$ cat config.mk
export PLATFORM = sky130hd
export DESIGN_NAME = shift_sequencer_flat
export DESIGN_NICKNAME = d
export VERILOG_FILES = /design/src/rtl/shift_seq_pkg.sv /design/src/rtl/shift_sequencer_if.sv /design/src/rtl/step_counter.sv /design/src/rtl/shift_sequencer.sv /design/src/flat_wrapper.sv
export SDC_FILE = /design/constraint.sdc
export NUM_CORES = 1
export LEC_CHECK = 0
export ABC_AREA = 1
export ABC_CLOCK_PERIOD_IN_PS = 2210
export BUFFER_PORTS_ARGS = -buffer_cell sky130_fd_sc_hd__buf_4
export CAP_MARGIN = 0
export CORE_MARGIN = 4
export CORE_UTILIZATION = 45
export CTS_CLUSTER_DIAMETER = 100
export DETAILED_ROUTE_END_ITERATION = 7
export GPL_ROUTABILITY_DRIVEN = 0
export PLACE_DENSITY = 0.87
export SYNTH_ARGS = -nofsm -noshare
export SYNTH_HDL_FRONTEND = slang
export SYNTH_HIERARCHICAL = 1
export SYNTH_SLANG_ARGS = --single-unit
export TNS_END_PERCENT = 5
$ cat constraint.sdc
create_clock -name clk -period 2.21 [get_ports clk]
set_input_delay 0.1105 -clock clk [delete_from_list [all_inputs] [get_ports clk]]
set_output_delay 0.1105 -clock clk [all_outputs]
set_load 0.01 [all_outputs]
$ cat src/rtl/shift_seq_pkg.sv
// Shared types for the shift register sequencer.
//   sr_op_e   : operation code, identical to the shift register's S select encoding
//   state_e   : sequencer FSM states
//   steps_for : number of register update cycles a command needs
package shift_seq_pkg;

  typedef enum logic [2:0] {
    OpHold   = 3'd0,
    OpLoad   = 3'd1,
    OpShrSer = 3'd2,  // MSB <- serial in
    OpShlSer = 3'd3,  // LSB <- serial in
    OpRor    = 3'd4,
    OpRol    = 3'd5,
    OpAsr    = 3'd6,
    OpLsl    = 3'd7   // LSB <- 0
  } sr_op_e;

  typedef enum logic [1:0] {
    StIdle = 2'd0,
    StExec = 2'd1,
    StResp = 2'd2
  } state_e;

  // LOAD always takes one step, HOLD none; shifts are clamped to the register width.
  function automatic int unsigned steps_for(sr_op_e op, int unsigned count, int unsigned n);
    case (op)
      OpHold:  return 0;
      OpLoad:  return 1;
      default: return (count > n) ? n : count;
    endcase
  endfunction

endpackage

$ cat src/rtl/shift_sequencer_if.sv
// Command / response handshake between the I2C byte engine (master) and the
// shift sequencer (slave).
//   cmd_valid/cmd_ready : command handshake; cmd_op, cmd_count, cmd_data qualify it
//   rsp_valid/rsp_ready : response handshake; rsp_data is the register value
interface shift_sequencer_if #(
  parameter int unsigned N  = 8,
  parameter int unsigned CW = $clog2(N) + 1
);
  import shift_seq_pkg::*;

  logic          cmd_valid;
  logic          cmd_ready;
  sr_op_e        cmd_op;
  logic [CW-1:0] cmd_count;
  logic [N-1:0]  cmd_data;
  logic          rsp_valid;
  logic          rsp_ready;
  logic [N-1:0]  rsp_data;

  modport master (
    output cmd_valid, cmd_op, cmd_count, cmd_data, rsp_ready,
    input  cmd_ready, rsp_valid, rsp_data
  );

  modport slave (
    input  cmd_valid, cmd_op, cmd_count, cmd_data, rsp_ready,
    output cmd_ready, rsp_valid, rsp_data
  );

endinterface

$ cat src/rtl/step_counter.sv
// Loadable down counter for the remaining shift steps.
//   clk, rst  : clock, async active-high reset
//   load      : load load_val (has priority over dec)
//   load_val  : value to load
//   dec       : decrement by one, saturating at zero
//   zero      : counter is zero
module step_counter #(
  parameter int unsigned CW = 4
) (
  input  logic          clk,
  input  logic          rst,
  input  logic          load,
  input  logic [CW-1:0] load_val,
  input  logic          dec,
  output logic          zero
);

  logic [CW-1:0] count_q;

  always_ff @(posedge clk or posedge rst) begin
    if (rst) begin
      count_q <= '0;
    end else if (load) begin
      count_q <= load_val;
    end else if (dec && !zero) begin
      count_q <= count_q - CW'(1);
    end
  end

  assign zero = (count_q == '0);

endmodule

$ cat src/rtl/shift_sequencer.sv
// Command-driven controller for the N-bit universal shift register. Accepts one
// operation per command, drives the register pins for exactly the required number
// of update cycles, then returns the register value on the response handshake.
//   clk, rst       : clock, async active-high reset
//   bus            : command/response handshake (slave side)
//   ser_in         : serial bit shifted in on SHR_SER / SHL_SER steps
//   ser_out(_valid): bit leaving the register on the current step
//   busy           : high outside IDLE
//   sr_*           : shift register select/data/enable/serial inputs and current value
module shift_sequencer
  import shift_seq_pkg::*;
#(
  parameter int unsigned N  = 8,
  parameter int unsigned CW = $clog2(N) + 1
) (
  input  logic               clk,
  input  logic               rst,
  shift_sequencer_if.slave   bus,
  input  logic               ser_in,
  output logic               ser_out,
  output logic               ser_out_valid,
  output logic               busy,
  output sr_op_e             sr_s,
  output logic [N-1:0]       sr_d,
  output logic               sr_enable,
  output logic               sr_msb_in,
  output logic               sr_lsb_in,
  input  logic [N-1:0]       sr_q
);

  state_e        state_q, state_d;
  sr_op_e        op_q, op_d;
  logic [N-1:0]  data_q, data_d;
  logic [N-1:0]  rsp_data_q;
  logic [CW-1:0] steps;
  logic          accept;
  logic          cnt_load;
  logic          cnt_zero;
  logic          in_exec;

  assign steps    = CW'(steps_for(bus.cmd_op, 32'(bus.cmd_count), N));
  assign accept   = bus.cmd_valid && bus.cmd_ready;
  // Counter holds remaining steps minus one, so zero marks the final EXEC cycle.
  assign cnt_load = accept && (steps != '0);
  assign in_exec  = (state_q == StExec);

  step_counter #(
    .CW(CW)
  ) u_step_counter (
    .clk      (clk),
    .rst      (rst),
    .load     (cnt_load),
    .load_val (steps - CW'(1)),
    .dec      (in_exec),
    .zero     (cnt_zero)
  );

  always_ff @(posedge clk or posedge rst) begin
    if (rst) begin
      state_q    <= StIdle;
      op_q       <= OpHold;
      data_q     <= '0;
      rsp_data_q <= '0;
    end else begin
      state_q <= state_d;
      op_q    <= op_d;
      data_q  <= data_d;
      if (state_q == StResp) rsp_data_q <= sr_q;
    end
  end

  always_comb begin
    state_d = state_q;
    op_d    = op_q;
    data_d  = data_q;
    unique case (state_q)
      StIdle: begin
        if (accept) begin
          op_d    = bus.cmd_op;
          data_d  = bus.cmd_data;
          state_d = (steps == '0) ? StResp : StExec;
        end
      end
      StExec: begin
        if (cnt_zero) state_d = StResp;
      end
      StResp: begin
        if (bus.rsp_ready) state_d = StIdle;
      end
      default: state_d = StIdle;
    endcase
  end

  always_comb begin
    sr_enable     = in_exec;
    sr_s          = in_exec ? op_q : OpHold;
    sr_d          = in_exec ? data_q : '0;
    sr_msb_in     = in_exec && (op_q == OpShrSer) && ser_in;
    sr_lsb_in     = in_exec && (op_q == OpShlSer) && ser_in;
    ser_out       = 1'b0;
    ser_out_valid = 1'b0;
    if (in_exec) begin
      unique case (op_q)
        OpShrSer, OpRor, OpAsr: begin
          ser_out       = sr_q[0];
          ser_out_valid = 1'b1;
        end
        OpShlSer, OpRol, OpLsl: begin
          ser_out       = sr_q[N-1];
          ser_out_valid = 1'b1;
        end
        default: ;
      endcase
    end
  end

  // sr_q is frozen in RESP (enable low), so it is passed straight through there and
  // the captured copy keeps the value visible afterwards.
  assign bus.rsp_valid = (state_q == StResp);
  assign bus.rsp_data  = (state_q == StResp) ? sr_q : rsp_data_q;
  assign bus.cmd_ready = (state_q == StIdle) && !rst;
  assign busy          = (state_q != StIdle);

endmodule
$ cat src/flat_wrapper.sv
// flat-port wrapper written by rule: the top's interface ports become plain ports
module shift_sequencer_flat import shift_seq_pkg::*;
#(
  parameter int unsigned N  = 8,
  parameter int unsigned CW = $clog2(N) + 1
)
  (clk, rst, ser_in, ser_out, ser_out_valid, busy, sr_s, sr_d, sr_enable, sr_msb_in, sr_lsb_in, sr_q, bus_cmd_valid, bus_cmd_op, bus_cmd_count, bus_cmd_data, bus_rsp_ready, bus_cmd_ready, bus_rsp_valid, bus_rsp_data);
  shift_sequencer_if #(.N(N), .CW(CW)) bus_i ();
  input  logic clk;
  input  logic rst;
  input  logic ser_in;
  output logic ser_out;
  output logic ser_out_valid;
  output logic busy;
  output sr_op_e sr_s;
  output logic [N-1:0] sr_d;
  output logic sr_enable;
  output logic sr_msb_in;
  output logic sr_lsb_in;
  input  logic [N-1:0] sr_q;
  input wire logic [$bits(bus_i.cmd_valid)-1:0] bus_cmd_valid;
  input wire logic [$bits(bus_i.cmd_op)-1:0] bus_cmd_op;
  input wire logic [$bits(bus_i.cmd_count)-1:0] bus_cmd_count;
  input wire logic [$bits(bus_i.cmd_data)-1:0] bus_cmd_data;
  input wire logic [$bits(bus_i.rsp_ready)-1:0] bus_rsp_ready;
  output wire logic [$bits(bus_i.cmd_ready)-1:0] bus_cmd_ready;
  output wire logic [$bits(bus_i.rsp_valid)-1:0] bus_rsp_valid;
  output wire logic [$bits(bus_i.rsp_data)-1:0] bus_rsp_data;
  assign bus_i.cmd_valid = bus_cmd_valid;
  assign bus_i.cmd_op = bus_cmd_op;
  assign bus_i.cmd_count = bus_cmd_count;
  assign bus_i.cmd_data = bus_cmd_data;
  assign bus_i.rsp_ready = bus_rsp_ready;
  assign bus_cmd_ready = bus_i.cmd_ready;
  assign bus_rsp_valid = bus_i.rsp_valid;
  assign bus_rsp_data = bus_i.rsp_data;
  shift_sequencer #(.N(N), .CW(CW)) u_core (.clk(clk), .rst(rst), .bus(bus_i), .ser_in(ser_in), .ser_out(ser_out), .ser_out_valid(ser_out_valid), .busy(busy), .sr_s(sr_s), .sr_d(sr_d), .sr_enable(sr_enable), .sr_msb_in(sr_msb_in), .sr_lsb_in(sr_lsb_in), .sr_q(sr_q));
endmodule
Word level (Yosys, flattened, before mapping). Index checks and enable logic that the tools add are counted.

Logic and storage cells: 58. Bits in read-only memories: 0. Memories: 0. Input port bits: 28. Memory bits (writable): 0. Flip-flop bits (word level): 25. Output and inout port bits: 27. Bits in latches: 0.

Bitwise operators: 0. Divide/modulo/power cells: 0. Eq/ne operators: 12. Multiplexer cells: 16. Shift-type cells: 0. $lt $le $gt $ge: 1. Multiply operators: 0. $add $sub $neg: 2. Reduce and logical (&&, ||, !) cells: 22.

Operator list (count): 8-bit two-way mux (2); 3-bit equality test, second input constant (4); 4-bit two-way mux (3); 1-bit logical AND (8); 4-bit zero test (2); 2-bit two-way mux (4); 4-bit one-hot mux with 2 select lines (1); 4-bit by 1-bit subtractor with 4-bit output, second input constant (2); 3-bit by 2-bit equality test with 1-bit output, second input constant (2); 2-bit one-hot mux with 3 select lines (1); 3-bit OR reduction (2); 6-bit OR reduction (1); 4-bit > comparator, second input constant (1); 2-bit inequality test, second input constant (2); 2-bit nonzero test (2); 4-bit nonzero test (1); 3-bit by 1-bit equality test with 1-bit output, second input constant (1); 3-bit zero test (1); 1-bit two-way mux (3); 3-bit two-way mux (1); 3-bit AND reduction (1); 2-bit by 1-bit equality test with 1-bit output, second input constant (1); 2-bit equality test, second input constant (1); 1-bit zero test (2); 4 further kinds (4).

Depth between registers and ports, before layout.
Word-level depth: 7. Gate-level depth with buffers: 14. Mapped depth without buffers: 14.

By module. The synthesis kept the hierarchy.

Modules (own cells, without submodules): shift_sequencer (sequential area each 525.5 um2, times used 1, area an instance 1117.3 um2, cells an instance 147); step_counter (sequential area each 100.1 um2, times used 1, area an instance 299.0 um2, cells an instance 47).

Worst setup path before layout. Ideal clock, no wire load.

Kind: in2reg. Start point: input bus_cmd_op[1]. End point: register u_core.u_step_counter.count_q[3]. Stages: 13. Path buffers: 0. Required time: 2.094 ns. Library setup time: 0.116 ns. Arrival time: 1.388 ns. Path slack: 0.706 ns. Path through: inv_1 nand2_1 o21ai_0 inv_1 ha_1 nand2_1 nand3_2 inv_1 inv_2 nand3b_1 nand2_1 clkinv_1 nand2_1.

Longest elaborated chain between the ends: 5. Elaborated cells on any way between the ends: 8. Classes of those cells: add/sub (1); eq/ne (1); mux (2); reduce/logical (4).

Ends and longest elaborated chain: start, declared (line flat_wrapper.sv:22) `input wire logic [$bits(bus_i.cmd_op)-1:0] bus_cmd_op;`; 3-bit by 1-bit equality test with 1-bit output / 3-bit zero test (equally long branches) (line shift_seq_pkg.sv:26) `case (op)`; 4-bit one-hot mux with 2 select lines (*) (line shift_seq_pkg.sv:26); 4-bit nonzero test (*) (line shift_sequencer.sv:44) `assign cnt_load = accept && (steps != '0);`; 1-bit logical AND (*) (line shift_sequencer.sv:44); net u_core.cnt_load (line shift_sequencer.sv:37) `logic cnt_load;`; 4-bit two-way mux / 2-bit nonzero test (equally long branches); end signal, assigned (line step_counter.sv:24) `count_q <= load_val;`; end signal, assigned (line step_counter.sv:26) `count_q <= count_q - CW'(1);`; end, declared (line step_counter.sv:18) `logic [CW-1:0] count_q;`.

Mark *: on every way through the listed nets, which the timed path passes. The rest lies on a longest branch. A chain may end at the register's enable or synchronous reset.

Final worst setup path.
Start point: register u_core.state_q[0]. End point: output bus_rsp_data[7].

Longest elaborated chain between the ends: 2.

Ends and longest elaborated chain: start, declared (line shift_sequencer.sv:31) `state_e state_q, state_d;`; start signal, assigned (line shift_sequencer.sv:60) `state_q <= StIdle;`; start signal, assigned (line shift_sequencer.sv:65) `state_q <= state_d;`; 2-bit equality test (line shift_sequencer.sv:120) `assign bus.rsp_data = (state_q == StResp) ? sr_q : rsp_data_q;`; 8-bit two-way mux (line shift_sequencer.sv:120); end, declared (line flat_wrapper.sv:28) `output wire logic [$bits(bus_i.rsp_data)-1:0] bus_rsp_data;`.

No other way between the ends.

==> results by group <==
Synth
  – Post-synthesis cell area: 0.00142 sq mm
  – Synth Warn #: 6
  – Mapped Avg Cell Area: 7.30 sq um
  – Post-synth top area share: 44.2%
  – Syn nets: 224
  – Flops & latches, synth: 25
  – Sequential element share of the synthesized area: 44.2%
  – Netlist cell types: 26
  – Largest area contributor in the netlist: dfrtp_1
  – Mapped Cells: 194
  – Synth top area cells: dfrtp_1 44%, nand2_1 21%, inv_1 7.2%, nand3_1 5.3%, nor2_1 3.7%

Layout
  – Antenna Cells: 0
  – Non-Filler Instances: 306
  – Layout cell share with drive strength beyond 1: 29.4%
  – Layout net count: 293
  – Design Area, Final: 0.00201 sq mm
  – Area Growth Syn to Fin: 42.0%

Floorplanning
  – I/O pins: 55
  – Die Span Y: 64.1 microns
  – Core area: 0.00303 sq mm
  – DIE AREA: 0.00411 sq mm
  – Core Rows: 20
  – Starting Density: 46.8%
  – Die Wd: 64.1 microns

STA
  – Final WS setup: 0.576 ns
  – Fmax: 0.612 GHz
  – Final period utilization: 73.9%
  – Slew margin rel.: 81.3%
  – Final setup fails: 0
  – Crit path time final: 1.63 ns
  – Final Hold Viols: 0
  – Worst slew pin tran: 0.280 ns
  – Layout Skew: 0.0120 ns
  – Max Slew Vio Count: 0
  – Setup TNS: 0 ns
  – RSZ-0062 raised after global routing: no

Routing
  – Average wire per standard cell: 11.2 microns
  – Drt pass-1 iters: 4
  – DRC: 0
  – Vias: 1387
  – Iter 0 DRT Violations: 43
  – Drt via density: 4.53
  – WL final: 3420 microns
  – Antenna-violating nets left: 0

Setup path
  – Critical path peak fanout: 10
  – Setup CP Type: reg -> out
  – Worst Setup End Kind: output port
  – Worst setup SP type: flip-flop
  – CP Data Arrival Time: 1.52 ns
  – R2r endpoint: u_core/u_step_counter/count_q[3]
  – CP required: 2.10 ns
  – Cell depth of the worst flop-to-flop path: 10
  – Worst reg2reg setup slack: 0.59 ns
  – Reg2reg start: u_core/state_q[0]

Placement
  – Placed Area: 0.00186 sq mm
  – Placed Cells incl. Taps: 290
  – DP HPWL: 2580 microns
  – # port buffers: 54
  – Post-place setup slack: 0.435 ns

Clock network
  – CTS Buffer Depth: 2
  – Setup Buffers After CTS: 0
  – PostCTS Resize Cnt: 0
  – Reg clk slew, reported paths: 0.15 ns
  – # hold bufs at CTS: 12
  – Root Buffer: clkbuf_4
  – # clock sinks: 25
  – Total CTS buffers: 3
  – Clock Latency Late Sink: 0.33 ns
  – H-tree depth: 1
  – TritonCTS clock tree: built

Power and ir drop
  – Pwr dens: 1160 mW/mm^2
  – Worst vdd ir: 0.677 mV
  – Switching share of power: 43.6%
  – Cell Int Power: 1.31 mW
  – Pleak: 1.15 nW
  – Part of the power in registers: 34.2%
  – Net Sw Power: 1.02 mW
  – Total Power: 2.33 mW
  – Comb pwr share: 56.5%
  – Clk network pwr share: 9.3%

GRT
  – Met2 usage: 30.8%
  – Largest net degree at the start of global routing: 22
  – First-pass GRT wire length: 5940 microns
  – Remaining global-route overflow: 0
  – Vias in the first global route: 1348
  – Met1 global-route usage: 22.6%
  – Met3 Use GR: 2.64%
  – Initial antenna violation count: 0
  – Total global-route track usage: 18.4%
  – Most used routing layer: met2

Flow run
  – Max Cap Violations: 0

Run status
  – Outcome: finished clean

Worst hold path
  – Hold Crit Class: in -> reg
  – Hold Crit Depth: 3
  – WHS Endpoint: u_core/rsp_data_q[5]
  – Hold_sp: sr_q[5]
## power by group through the flow
stage          Sequential [mW]  Combinational [mW]  Clock [mW]
4_1_cts                  0.796                1.33       0.228
3_5_place_dp             0.807                1.31           0
6_report                 0.797                1.32       0.217
3_3_place_gp             0.798                1.28           0
5_1_grt                  0.820                1.49       0.246
2_1_floorplan            0.772               0.834           0
## sequential cells by signal, summed over array words and instances (netlist names)
register                       cells
u_core/data_q                      8
u_core/op_q                        3
u_core/rsp_data_q                  8
u_core/state_q                     2
u_core/u_step_counter/count_q      4
## metal layers
| metal | wire (microns) | vias to the layer above |
|---|---|---|
| met3 | 176 | 8 |
| met1 | 1460 | 617 |
| met2 | 1680 | 41 |
| met5 | 0 | - |
| li1 | - | 721 |
| met4 | 111 | 0 |
## cell usage in the layout, fill, tap and decap left out, types with 3 or more instances in the layout
cell,n
nand2_1,78
buf_4,55
inv_1,27
dfrtp_1,25
nand3_1,15
nor2_1,14
dlygate4sd3_1,12
inv_2,4
o21ai_0,4
clkbuf_4,3
nand2_4,3
nand2_2,3
## logic make-up (layout without fill, tap and decap cells)
logic type | after synthesis | count (layout) | synth area share [%]
AO/OA/AOI/OAI | 8 | 8 | 3.80
XOR/XNOR | 1 | 1 | 0.618
adder cells (fa/ha/maj) | 2 | 2 | 1.77
buffers and inverters | 35 | 103 | 10.2
flip-flops | 25 | 25 | 44.2
AND/OR/NAND/NOR | 123 | 123 | 39.5
## cells in the mapped netlist (all sizes together)
| cell | number |
|---|---|
| nand2 | 84 |
| inv | 31 |
| dfrtp | 25 |
| nand3 | 16 |
| nor2 | 16 |
| o21ai | 6 |
| buf | 3 |
| ha | 2 |
| nand3b | 2 |
| nor3 | 2 |
| or2 | 2 |
| a21boi | 1 |
| a21oi | 1 |
| clkinv | 1 |
| nand4 | 1 |
| xnor2 | 1 |
## per-stage QoR
stage	hold slack [ns]	utilization [%]
after global routing	0.00648	66.4
after global placement	0.0422	61.4
after floorplan	-0.123	-
final	0.0111	66.4
after detailed placement	0.0425	61.4
after CTS	0.0000887	66.4
## worst max path at each step
stage	startpoint	endpoint	slack (ns)	cells past startpoint
floorplan	bus_cmd_op[1]	u_core/u_step_counter/count_q[3]	0.71	13
global placement	bus_cmd_op[1]	u_core/u_step_counter/count_q[3]	0.51	14
detailed placement	bus_cmd_op[1]	u_core/u_step_counter/count_q[3]	0.44	14
CTS	u_core/state_q[1]	ser_out	0.55	5
global route	u_core/state_q[0]	bus_rsp_data[5]	0.43	6
finish	u_core/state_q[0]	bus_rsp_data[7]	0.58	6
## final cells by class
type	instances	area, sq um
Fill cell	280	1020
Inverter	32	120
Timing Repair Buffer	67	533
Clock inverter	1	8.76
Tap cell	44	55.1
Sequential cell	25	626
Clock buffer	3	22.5
Multi-Input combinational cell	134	647
## worst max-delay path, cell delays in order (launching register included)
cell and delay, ns:
dfrtp_1 0.44, inv_2 0.14, nand2_2 0.15, inv_2 0.18, nand2_1 0.08, nand2_1 0.09, buf_4 0.13
(Power assumes the default switching activity.)
